$ cat src/rtl/gpio_bank.sv
// gpio_bank: GPIO peripheral with synchronised inputs, rising-edge event
// capture, a maskable interrupt and a CPU-writable output register.
//
// Optional feature macro: GPIO_DEBOUNCE_EN. When it is defined, each input
// bit gets a saturating stability counter. A new level reaches the filtered
// input only after it has differed from the accepted level for DEB_CYCLES
// consecutive cycles. When it is undefined, no counters exist and the
// filtered input is the synchroniser output.
//
// Ports:
//   clk, rst_n  - system clock; synchronous active-low reset
//   gpio_in     - raw asynchronous pin inputs (WIDTH)
//   gpio_out    - output register, driven straight from a flop (WIDTH)
//   wr_en       - write strobe
//   wr_sel      - 0 OUT load, 1 OUT set, 2 OUT clear, 3 OUT toggle,
//                 4 EVENT write-1-to-clear, 5 MASK load, 6..7 ignored
//   wr_data     - write data (WIDTH)
//   rd_sel      - 0 IN (filtered), 1 OUT, 2 EVENT, 3 MASK
//   rd_data     - registered read data (WIDTH)
//   irq         - |(EVENT & MASK)

// Per-bit input path: synchroniser, optional debounce, rising-edge detect.
module gpio_lane #(
  parameter int SYNC_STAGES = 2
`ifdef GPIO_DEBOUNCE_EN
  , parameter int DEB_CYCLES = 4
`endif
) (
  input  logic clk,
  input  logic rst_n,
  input  logic din,
  output logic filt,
  output logic rise
);
  logic [SYNC_STAGES-1:0] sync_q, sync_d;
  logic                   in_sync;
  logic                   filt_prev_q, filt_prev_d;

  assign in_sync = sync_q[SYNC_STAGES-1];

  always_comb begin
    sync_d      = {sync_q[SYNC_STAGES-2:0], din};
    filt_prev_d = filt;
  end

  always_ff @(posedge clk) begin
    if (!rst_n) begin
      sync_q      <= '0;
      filt_prev_q <= 1'b0;
    end else begin
      sync_q      <= sync_d;
      filt_prev_q <= filt_prev_d;
    end
  end

`ifdef GPIO_DEBOUNCE_EN
  localparam int CNT_W = $clog2(DEB_CYCLES + 1);
  localparam logic [CNT_W-1:0] CNT_LAST = CNT_W'(DEB_CYCLES - 1);

  logic [CNT_W-1:0] cnt_q, cnt_d;
  logic             filt_q, filt_d;

  // Counter tracks how long in_sync has disagreed with the accepted level.
  // The >= compare keeps the counter saturating even if it were ever
  // corrupted past the terminal value.
  always_comb begin
    cnt_d  = cnt_q;
    filt_d = filt_q;
    if (in_sync == filt_q) begin
      cnt_d = '0;
    end else if (cnt_q >= CNT_LAST) begin
      filt_d = in_sync;
      cnt_d  = '0;
    end else begin
      cnt_d = cnt_q + 1'b1;
    end
  end

  always_ff @(posedge clk) begin
    if (!rst_n) begin
      cnt_q  <= '0;
      filt_q <= 1'b0;
    end else begin
      cnt_q  <= cnt_d;
      filt_q <= filt_d;
    end
  end

  assign filt = filt_q;
`else
  assign filt = in_sync;
`endif

  assign rise = filt & ~filt_prev_q;
endmodule

module gpio_bank #(
  parameter int WIDTH       = 32,
  parameter int SYNC_STAGES = 2,
  parameter int DEB_CYCLES  = 4
) (
  input  logic             clk,
  input  logic             rst_n,
  input  logic [WIDTH-1:0] gpio_in,
  output logic [WIDTH-1:0] gpio_out,
  input  logic             wr_en,
  input  logic [2:0]       wr_sel,
  input  logic [WIDTH-1:0] wr_data,
  input  logic [1:0]       rd_sel,
  output logic [WIDTH-1:0] rd_data,
  output logic             irq
);
  if (SYNC_STAGES < 2 || SYNC_STAGES > 4) begin : g_bad_sync
    $error("gpio_bank: SYNC_STAGES must be 2..4");
  end
  if (DEB_CYCLES < 2 || DEB_CYCLES > 255) begin : g_bad_deb
    $error("gpio_bank: DEB_CYCLES must be 2..255");
  end

  logic [WIDTH-1:0] filt, rise;
  logic [WIDTH-1:0] out_q, out_d;
  logic [WIDTH-1:0] event_q, event_d;
  logic [WIDTH-1:0] mask_q, mask_d;
  logic [WIDTH-1:0] rd_data_q, rd_data_d;
  logic [WIDTH-1:0] w1c;

  gpio_lane #(
    .SYNC_STAGES(SYNC_STAGES)
`ifdef GPIO_DEBOUNCE_EN
    , .DEB_CYCLES(DEB_CYCLES)
`endif
  ) u_lane [WIDTH-1:0] (
    .clk  (clk),
    .rst_n(rst_n),
    .din  (gpio_in),
    .filt (filt),
    .rise (rise)
  );

  always_comb begin
    out_d  = out_q;
    mask_d = mask_q;
    w1c    = '0;
    if (wr_en) begin
      case (wr_sel)
        3'd0:    out_d  = wr_data;
        3'd1:    out_d  = out_q | wr_data;
        3'd2:    out_d  = out_q & ~wr_data;
        3'd3:    out_d  = out_q ^ wr_data;
        3'd4:    w1c    = wr_data;
        3'd5:    mask_d = wr_data;
        default: ;
      endcase
    end
    // OR-ing rise after the clear lets a fresh edge win over a same-cycle clear.
    event_d = (event_q & ~w1c) | rise;
    // Read mux uses current flop values, so a same-edge write is not visible.
    case (rd_sel)
      2'd0:    rd_data_d = filt;
      2'd1:    rd_data_d = out_q;
      2'd2:    rd_data_d = event_q;
      default: rd_data_d = mask_q;
    endcase
  end

  always_ff @(posedge clk) begin
    if (!rst_n) begin
      out_q     <= '0;
      event_q   <= '0;
      mask_q    <= '0;
      rd_data_q <= '0;
    end else begin
      out_q     <= out_d;
      event_q   <= event_d;
      mask_q    <= mask_d;
      rd_data_q <= rd_data_d;
    end
  end

  assign gpio_out = out_q;
  assign rd_data  = rd_data_q;
  assign irq      = |(event_q & mask_q);
endmodule

$ cat config.mk
export PLATFORM = sky130hd
export DESIGN_NAME = gpio_bank
export DESIGN_NICKNAME = d
export VERILOG_FILES = /design/src/rtl/gpio_bank.sv
export SDC_FILE = /design/constraint.sdc
export NUM_CORES = 1
export LEC_CHECK = 0
export ABC_AREA = 1
export CORE_MARGIN = 2
export CORE_UTILIZATION = 45
export CTS_CLUSTER_SIZE = 10
export DETAILED_ROUTE_END_ITERATION = 12
export GPL_TIMING_DRIVEN = 0
export PLACE_DENSITY_LB_ADDON = 0.15
export SLEW_MARGIN = 30
export SYNTH_ARGS = -nofsm -noshare
export SYNTH_HDL_FRONTEND = slang
export SYNTH_SLANG_ARGS = --single-unit
$ cat constraint.sdc
create_clock -name clk -period 1.25 [get_ports clk]
set_input_delay 0.125 -clock clk [delete_from_list [all_inputs] [get_ports clk]]
set_output_delay 0.125 -clock clk [all_outputs]
set_load 0.05 [all_outputs]
==> results of run 1 <==
## path summary, 6_finish.rpt
check	endpoint	slack, ns
setup reg to reg	gpio_out[28]	0.03
hold / removal	gpio_out[30]	0.07
hold reg to reg	u_lane[19].sync_q[1]	0.40
setup / recovery	irq	-0.56
## registers in the layout (all words and copies together) (netlist names)
register and flops:
rd_data 32, gpio_out 32, event_q 32, u_lane.sync_q 64, u_lane.filt_prev_q 32, mask_q 32
## cells in the mapped netlist (4+ instances only)
library cell | n | area share [%]
nand2_1 | 337 | 13
dfxtp_1 | 224 | 46
inv_1 | 208 | 8.0
a21oi_1 | 110 | 5.6
nor2_1 | 71 | 2.7
ha_1 | 64 | 8.2
o21ai_0 | 59 | 3.0
buf_2 | 35 | 1.8
nand3_1 | 34 | 1.7
nand4_1 | 34 | 2.2
o22ai_1 | 32 | 2.0
o2111ai_1 | 26 | 2.3
clkbuf_1 | 22 | 0.84
o21ai_1 | 11 | 0.56
buf_1 | 10 | 0.38
o221ai_1 | 6 | 0.54
buf_4 | 4 | 0.31
## cell type report
class / count / area, µm²
Multi-Input combinational cell: 792 / 4250
Timing Repair Buffer: 141 / 1230
Buffer: 74 / 429
Fill cell: 2099 / 9190
Clock inverter: 3 / 22.5
Sequential cell: 224 / 4600
Inverter: 211 / 796
Tap cell: 280 / 350
Clock buffer: 42 / 752
## timing repair
item / 4_1_cts / 5_1_grt
setup buffers: 0 / 7
resized for setup: 384 / 59
pin swaps: 2 / 24
setup endpoints to repair: 164 / 91
cloned: 0 / 0
hold buffers: 0 / 0
## critical path: cells and delay by family (launching register included)
kind,cells,cell delay [ns]
AND/OR/NAND/NOR,6,0.67
flip-flops,1,0.32
buffers and inverters,1,0.16
## report_power, final
| part | total [mW] | switching, mW | internal, mW |
|---|---|---|---|
| clock | 6.99 | 2.90 | 4.09 |
| combinational | 2.31 | 1.50 | 0.809 |
| sequential | 7.65 | 0.205 | 7.45 |
## through the flow
stage	hold slack, ns	cells
after floorplan	0.223	1301
after global placement	0.393	1715
after detailed placement	0.395	1715
after CTS	0.0503	1760
after global routing	0.101	1767
final	0.0708	1767
## per-layer routing
layer / track usage, % / up-vias / part of all wire, %
met5: 0 / - / 0
met4: 8.47 / 0 / 2.9
met3: 4.22 / 56 / 8.0
met2: 41.5 / 372 / 45
met1: 35.1 / 4192 / 44
li1: - / 4489 / -
## cells by family after synthesis
kind of cell	Yosys count	synth area share [%]
compound gates	245	14.2
fa+ha+maj	64	8.17
buf+inv	285	11.7
flops	224	45.7
simple gates	483	20.2
==> impl_metrics.yaml, run 1 <==
grt:
  grt_pass1_vias: 8459
  antenna_found_initial: 0
  grt_first_pass_wirelength_um: 45600
  grt_max_degree: 14
  grtUsageTotal_pct: 25.7
  overflow: 0
die:
  die-area_mm2: 0.0230
  rows: 54
  die_y_um: 152
  start_util_pct: 45.4
  core_area_mm2: 0.0216
  die_w_um: 152
  io_pins: 137
clock_tree:
  cts_sinks: 224
  cts.clk_slew.worst_paths_ns: 0.06
  cts_made_buffers: 27
  clk_latency_ns: 0.53
  htreeDepth: 1
  clockBufferDepth: 3
  clk_root_buffer_cell: "clkbuf_16"
  cts_tree: "done"
min_path:
  whs_path_depth: 5
  min_from: "wr_sel[1]"
  min_path_type: "input port to register"
critical_path:
  critPathCaptureType: "primary output"
  r2r_cells: 6
  arrival_ns: 1.69
  startpoint: "event_q[0]"
  critical_path_class: "register to primary output"
  path_max_fanout: 3
  critPathLaunchType: "register"
  critPathMaxStageDelay_ns: 0.32
  r2r-start: "gpio_out[28]"
  required_ns: 1.12
  cp_slowest_cell: "dfxtp_1"
  crit_chain: "nand2_1, nand2_1, nor2_2, nand4_1, nor2_2, nand2_2, buf_6"
timing:
  fin_worst_skew_ns: 0.0147
  period_share_pct: 145
  finalSetupViolCount: 1
  setup_ws_ns: -0.561
  rsz0062_at_grt: "true"
  period_needed_ns: 1.81
  slew_headroom_pct: 48.7
  finalHoldViolCount: 0
  tightestPinTransition_ns: 0.769
  finalSetupTns_ns: -0.561
  drv_slew: 0
  max_freq_mhz: 552
synthesis:
  syn_area_mm2: 0.00981
  synth-main-ff-cell: "dfxtp_1"
  async_reset_ff_share_pct: 0
  yosysWarnings: 0
  synth_edf_count: 0
  syn_area_per_cell_um2: 7.54
  syn_inst: 1301
  yosysSeqAreaShare_pct: 45.7
  ys_ff_latch: 224
  yosysUniqueCellTypes: 25
  syn-num-nets: 1437
power:
  vdd_drop_max_mv: 1.02
  leakagePower_nw: 6.13
  p_per_area_mw_per_mm2: 1360
  power_mw: 17.0
route:
  avgViaCountPerCell: 5.16
  ant_nets: 0
  firstDrtPassIters: 5
  vias: 9109
  routedWlPerCell_um: 16.8
  wirelength_um: 29700
  drc_errors: 0
  drt-initial-drc-count: 700
finish:
  final_common_cell: "nand2_1"
  final_layout_size_suffix_gt1_share_pct: 15.3
  antennaDiodeCount: 0
  final_area_mm2: 0.0124
  utilization_pct: 57.5
  layout_common_cells: "336 x nand2_1, 201 x inv_1, 192 x dfxtp_1, 103 x a21oi_1, 68 x nor2_1"
  nets: 1607
  area_growth_pct: 26.7
placed_design:
  place.port_buffers: 134
  placed_cell_area_mm2: 0.0116
  pre_cts_ws_ns: -0.811
  dp_hpwl_um: 20600
  gp_congestion: 0.898
run_status:
  status: "finished, violations left"
  violations: "setup timing"
job:
  maxCapViolations: 0
No activity file was read; power rests on OpenSTA's default activity.
==> run 2, diff against run 1 <==
- PLACE_DENSITY: not set -> 0.68
- PLACE_DENSITY_LB_ADDON: 0.15 -> not set
- SETUP_SLACK_MARGIN: not set -> 0.5
==> run 2 against run 1 <==
The flow still finishes with violations (setup timing). Cell area increased by 15%. Final cell count increased by 2.0%. Maximum frequency decreased by 4.9%. Utilization increased by 8.4 points. Clock skew increased by 0.0026 ns. Register-to-register slack improved by 0.02 ns. Sequential share of layout area decreased by 4.3 points.
==> impl_metrics.yaml, run 2 (synthesized netlist as in run 1, its figures left out) <==
route:
  routedWlPerCell_um: 17.9
  wirelength_um: 32300
  firstDrtPassIters: 5
  drt-initial-drc-count: 644
  vias: 9690
  ant_nets: 0
  avgViaCountPerCell: 5.37
  drc_errors: 0
placed_design:
  dp_hpwl_um: 20900
  place.port_buffers: 134
  dp.cells: 1715
  gp_congestion: 0.876
clock_tree:
  clockBufferDepth: 3
  cts_sinks: 224
  cts_tree: "done"
  clk_root_buffer_cell: "clkbuf_16"
  cts_made_buffers: 26
  clk_latency_ns: 0.54
  cts.clk_slew.worst_paths_ns: 0.06
  holdBufCountCts: 0
  htreeDepth: 1
die:
  core_area_mm2: 0.0216
  die-area_mm2: 0.0230
  io_pins: 137
  start_util_pct: 45.4
  rows: 54
  die_y_um: 152
  die_w_um: 152
critical_path:
  required_ns: 1.12
  cpMostUsedCell: "nand2_2"
  cp.depth: 6
  r2r-start: "gpio_out[1]"
  timing.rr.end: "gpio_out[1]"
  arrival_ns: 1.78
  r2r_cells: 6
  path_delay_family: "simple AND/OR/NAND/NOR gates"
  crit_chain: "nand2_2, nand4_1, nand3b_1, nor2_2, nand2_2, buf_8"
  critical_path_class: "register to primary output"
  startpoint: "event_q[19]"
  critPathMaxStageDelay_ns: 0.34
  critPathLaunchType: "register"
  critPathCaptureType: "primary output"
  critPathBufInv: 1
  worstSetupEndpoint: "irq"
  path_max_fanout: 3
  cp_slowest_cell: "dfxtp_2"
  reg2reg_slack_ns: 0.05
finish:
  fin_cells: 1803
  fillerInstances: 1771
  area_growth_pct: 45.3
  utilization_pct: 65.9
  layout_common_cells: "327 x nand2_1, 175 x inv_1, 147 x dfxtp_1, 80 x a21oi_1, 69 x nor2_1"
  largest_reg_flops: 64
  final_layout_size_suffix_gt1_share_pct: 28.4
  nets: 1644
  top_register: "u_lane.sync_q"
  final_common_cell: "nand2_1"
  antennaDiodeCount: 0
run_status:
  status: "finished, violations left"
  violations: "setup timing"
timing:
  slew_headroom_pct: 46.4
  tightestPinTransition_ns: 0.804
  finalSetupViolCount: 1
  setup_ws_ns: -0.655
  fin_worst_skew_ns: 0.0173
  drv_slew: 0
  finalHoldViolCount: 0
  period_needed_ns: 1.90
  rsz0062_at_grt: "true"
  period_share_pct: 152
  max_freq_mhz: 525
job:
  maxCapViolations: 0
power:
  p_per_area_mw_per_mm2: 1230
  vdd_drop_max_mv: 0.805
  leakagePower_nw: 6.66
  power_mw: 17.5
grt:
  grtUsageTotal_pct: 27.5
  grt_max_degree: 14
  overflow: 0
  grt_first_pass_wirelength_um: 48800
  grt_pass1_vias: 9469
  antenna_found_initial: 0
min_path:
  min_path_type: "input port to register"
## run 2: cell types whose count changed in the layout (fill, tap and decap cells not counted), moves of 30 or more
cell,previous run,this run
dfxtp_2,0,44
ha_1,62,32
dfxtp_1,192,147
buf_8,1,67
inv_4,0,33
buf_2,49,18
o21ai_1,11,60
o21ai_0,59,10
ha_4,2,32
## run 2: cell type report
type | instances | area [µm²] | area share, %
Tap cell | 280 | 350 | 2.46
Timing Repair Buffer | 179 | 2070 | 14.5
Sequential cell | 224 | 4660 | 32.7
Inverter | 211 | 875 | 6.14
Clock inverter | 1 | 16.3 | 0.114
Multi-Input combinational cell | 792 | 5000 | 35.1
Buffer | 74 | 549 | 3.86
Clock buffer | 42 | 721 | 5.06
## run 2: power breakdown
group          internal, mW  switching (mW)
logic                  1.22            1.72
clock network          3.90            2.89
registers              7.46           0.271
## run 2: stage by stage
step | setup slack (ns) | hold WS, ns | cell area [µm²] | setup TNS (ns)
5_1_grt | -0.671 | 0.0521 | 14200 | -0.676
3_5_place_dp | -0.739 | 0.396 | 11800 | -108.17
2_1_floorplan | 0.115 | 0.223 | 10100 | 0
6_report | -0.655 | 0.0350 | 14200 | -0.655
3_3_place_gp | -0.745 | 0.393 | 11800 | -107.44
4_1_cts | -0.626 | 0.00315 | 14000 | -0.626
## run 2: routing by layer
| metal | up-vias | share of wire, % | track usage [%] |
|---|---|---|---|
| met1 | 4565 | 41 | 33.9 |
| met2 | 446 | 47 | 46.5 |
| li1 | 4589 | - | - |
| met3 | 90 | 8.1 | 5.39 |
| met4 | 0 | 4.1 | 12.9 |
| met5 | - | 0 | 0 |
## run 2: worst min-delay path by stage
stage                                     from                    to  slack [ns]  cells past startpoint
after floorplan                     gpio_in[0]   u_lane[0].sync_q[0]        0.22                      2
after global placement    u_lane[29].sync_q[0]  u_lane[29].sync_q[1]        0.39                      2
after detailed placement   u_lane[3].sync_q[0]   u_lane[3].sync_q[1]        0.40                      2
after CTS                            wr_sel[1]          gpio_out[30]       0.003                      5
after global routing                 wr_sel[1]          gpio_out[30]        0.05                      5
final                                wr_sel[1]          gpio_out[30]        0.03                      5
## run 2: tightest hold or removal path: cells and delay by family
kind / cells / cell delay (ns)
simple gates: 3 / 0.22
buf+inv: 1 / 0.12
compound gates: 1 / 0.05
## run 2: timing repair
action,4_1_cts,5_1_grt
buffers inserted,41,4
resized for setup,708,59
pin swaps,43,40
endpoints found under the setup margin,289,168
endpoints found under the hold margin,0,0
==> run 3, diff against run 2 <==
--- a/config.mk
+++ b/config.mk
@@ -8,4 +8,6 @@
 export ABC_AREA = 1
+export CELL_PAD_IN_SITES_DETAIL_PLACEMENT = 0
+export CELL_PAD_IN_SITES_GLOBAL_PLACEMENT = 1
 export CORE_MARGIN = 2
-export CORE_UTILIZATION = 45
+export CORE_UTILIZATION = 40
 export CTS_CLUSTER_SIZE = 10
@@ -13,3 +15,3 @@
 export GPL_TIMING_DRIVEN = 0
-export PLACE_DENSITY = 0.68
+export PLACE_DENSITY_LB_ADDON = 0.1
 export SETUP_SLACK_MARGIN = 0.5
--- a/constraint.sdc
+++ b/constraint.sdc
@@ -3,2 +3,2 @@
 set_output_delay 0.125 -clock clk [all_outputs]
-set_load 0.05 [all_outputs]
+set_load 0.1 [all_outputs]
==> run 3 against run 2 <==
The run still ends with setup timing left. Critical path depth rose by 1. Clock skew fell by 0.0091 ns. Clock power rose by 6.5%. Sequential power barely moved. Cell area rose by 4.4%.
==> impl_metrics.yaml, run 3 (synthesized netlist as in run 1, its figures left out) <==
run_status:
  status: "finished, violations left"
  violations: "setup timing"
power:
  power_mw: 18.4
  vdd_drop_max_mv: 0.931
  p_per_area_mw_per_mm2: 1240
  leakagePower_nw: 6.82
die:
  core_area_mm2: 0.0242
  die_w_um: 161
  io_pins: 137
  die-area_mm2: 0.0258
  start_util_pct: 40.6
  die_y_um: 161
  rows: 57
clock_tree:
  cts.clk_slew.worst_paths_ns: 0.06
  cts_tree: "done"
  clk_latency_ns: 0.54
  clockBufferDepth: 3
  holdBufCountCts: 0
  cts_sinks: 224
  clk_root_buffer_cell: "clkbuf_16"
  htreeDepth: 1
  cts_made_buffers: 27
finish:
  antennaDiodeCount: 0
  largest_reg_flops: 64
  layout_common_cells: "325 x nand2_1, 172 x inv_1, 148 x dfxtp_1, 83 x a21oi_1, 68 x buf_12"
  fillerInstances: 2095
  nets: 1649
  utilization_pct: 61.5
  final_layout_size_suffix_gt1_share_pct: 29.3
  regArea_mm2: 0.00474
  area_growth_pct: 51.6
  multi_input_area_mm2: 0.00501
  final_common_cell: "nand2_1"
  top_register: "u_lane.sync_q"
min_path:
  min_path_type: "input port to register"
  whs_path_depth: 5
grt:
  overflow: 0
  grt_pass1_vias: 9108
  grt_max_degree: 14
  antenna_found_initial: 0
  grtUsageTotal_pct: 25.6
  grt_first_pass_wirelength_um: 51500
timing:
  setup_ws_ns: -0.566
  finalSetupViolCount: 2
  max_freq_mhz: 551
  period_needed_ns: 1.82
  tightestPinTransition_ns: 0.814
  period_share_pct: 145
  finalHoldViolCount: 0
  fin_worst_skew_ns: 0.00814
  finalSetupTns_ns: -0.579
  drv_slew: 0
  rsz0062_at_grt: "true"
  slew_headroom_pct: 45.7
critical_path:
  path_max_fanout: 3
  required_ns: 1.12
  critPathCaptureType: "primary output"
  arrival_ns: 1.69
  critPathLaunchType: "register"
  r2r_cells: 6
  critical_path_class: "register to primary output"
placed_design:
  dp_hpwl_um: 21800
  gp_congestion: 0.842
  place.port_buffers: 134
route:
  drc_errors: 0
  ant_nets: 0
  avgViaCountPerCell: 5.00
  firstDrtPassIters: 5
  drt-initial-drc-count: 529
  wirelength_um: 33200
  routedWlPerCell_um: 17.9
  vias: 9292
job:
  maxCapViolations: 0
-- run 3: path summary, 6_finish.rpt --
path                  startpoint                   to  slack [ns]
max                   event_q[3]                  irq       -0.57
min                    wr_sel[0]         gpio_out[30]        0.04
max reg2reg         gpio_out[22]         gpio_out[22]        0.05
min reg2reg  u_lane[6].sync_q[0]  u_lane[6].sync_q[1]        0.40
-- run 3: layout make-up --
| cell class | instances | area share (%) |
|---|---|---|
| Sequential cell | 224 | 31.9 |
| Clock buffer | 47 | 5.33 |
| Multi-Input combinational cell | 792 | 33.7 |
| Clock inverter | 2 | 0.101 |
| Timing Repair Buffer | 183 | 16.5 |
| Inverter | 211 | 5.87 |
| Buffer | 74 | 3.85 |
| Tap cell | 324 | 2.73 |
-- run 3: routing by layer --
layer	routed length, µm	vias to the layer above	GRT usage, %	share of wire [%]
li1	-	4588	-	-
met1	14900	4340	34.5	45
met2	15200	297	42.1	46
met3	1920	67	3.00	5.8
met4	1210	0	9.71	3.6
met5	0	-	0	0
-- run 3: what timing repair did --
item | in CTS | in global routing
gates cloned | 1 | 0
endpoints found under the hold margin | 0 | 0
gates resized for setup | 770 | 73
setup endpoints to repair | 289 | 181
pin swaps | 66 | 74
buffers inserted | 36 | 12
-- run 3: stage by stage --
stage	instances	cell area [µm²]	worst slack, ns	hold slack [ns]
finish	1857	14900	-0.566	0.0378
global route	1857	14900	-0.619	0.0598
CTS	1845	14500	-0.626	0.000738
detailed placement	1759	11900	-0.913	0.395
global placement	1759	11900	-0.896	0.395
floorplan	1301	10200	0.00242	0.223
-- run 3: critical path, cell delays in order, from the launching register on --
cell	delay, ns
dfxtp_2	0.33
nand2_2	0.06
nand2_2	0.07
nor2_4	0.12
nand4_1	0.17
nor2_4	0.16
nand2_4	0.07
buf_12	0.16
-- run 3: power breakdown --
part | leakage [nW] | internal (mW) | switching [mW] | total, mW
Combinational | 4.54 | 1.37 | 2.13 | 3.50
Sequential | 1.89 | 7.41 | 0.283 | 7.70
Clock | 0.388 | 4.26 | 2.97 | 7.23
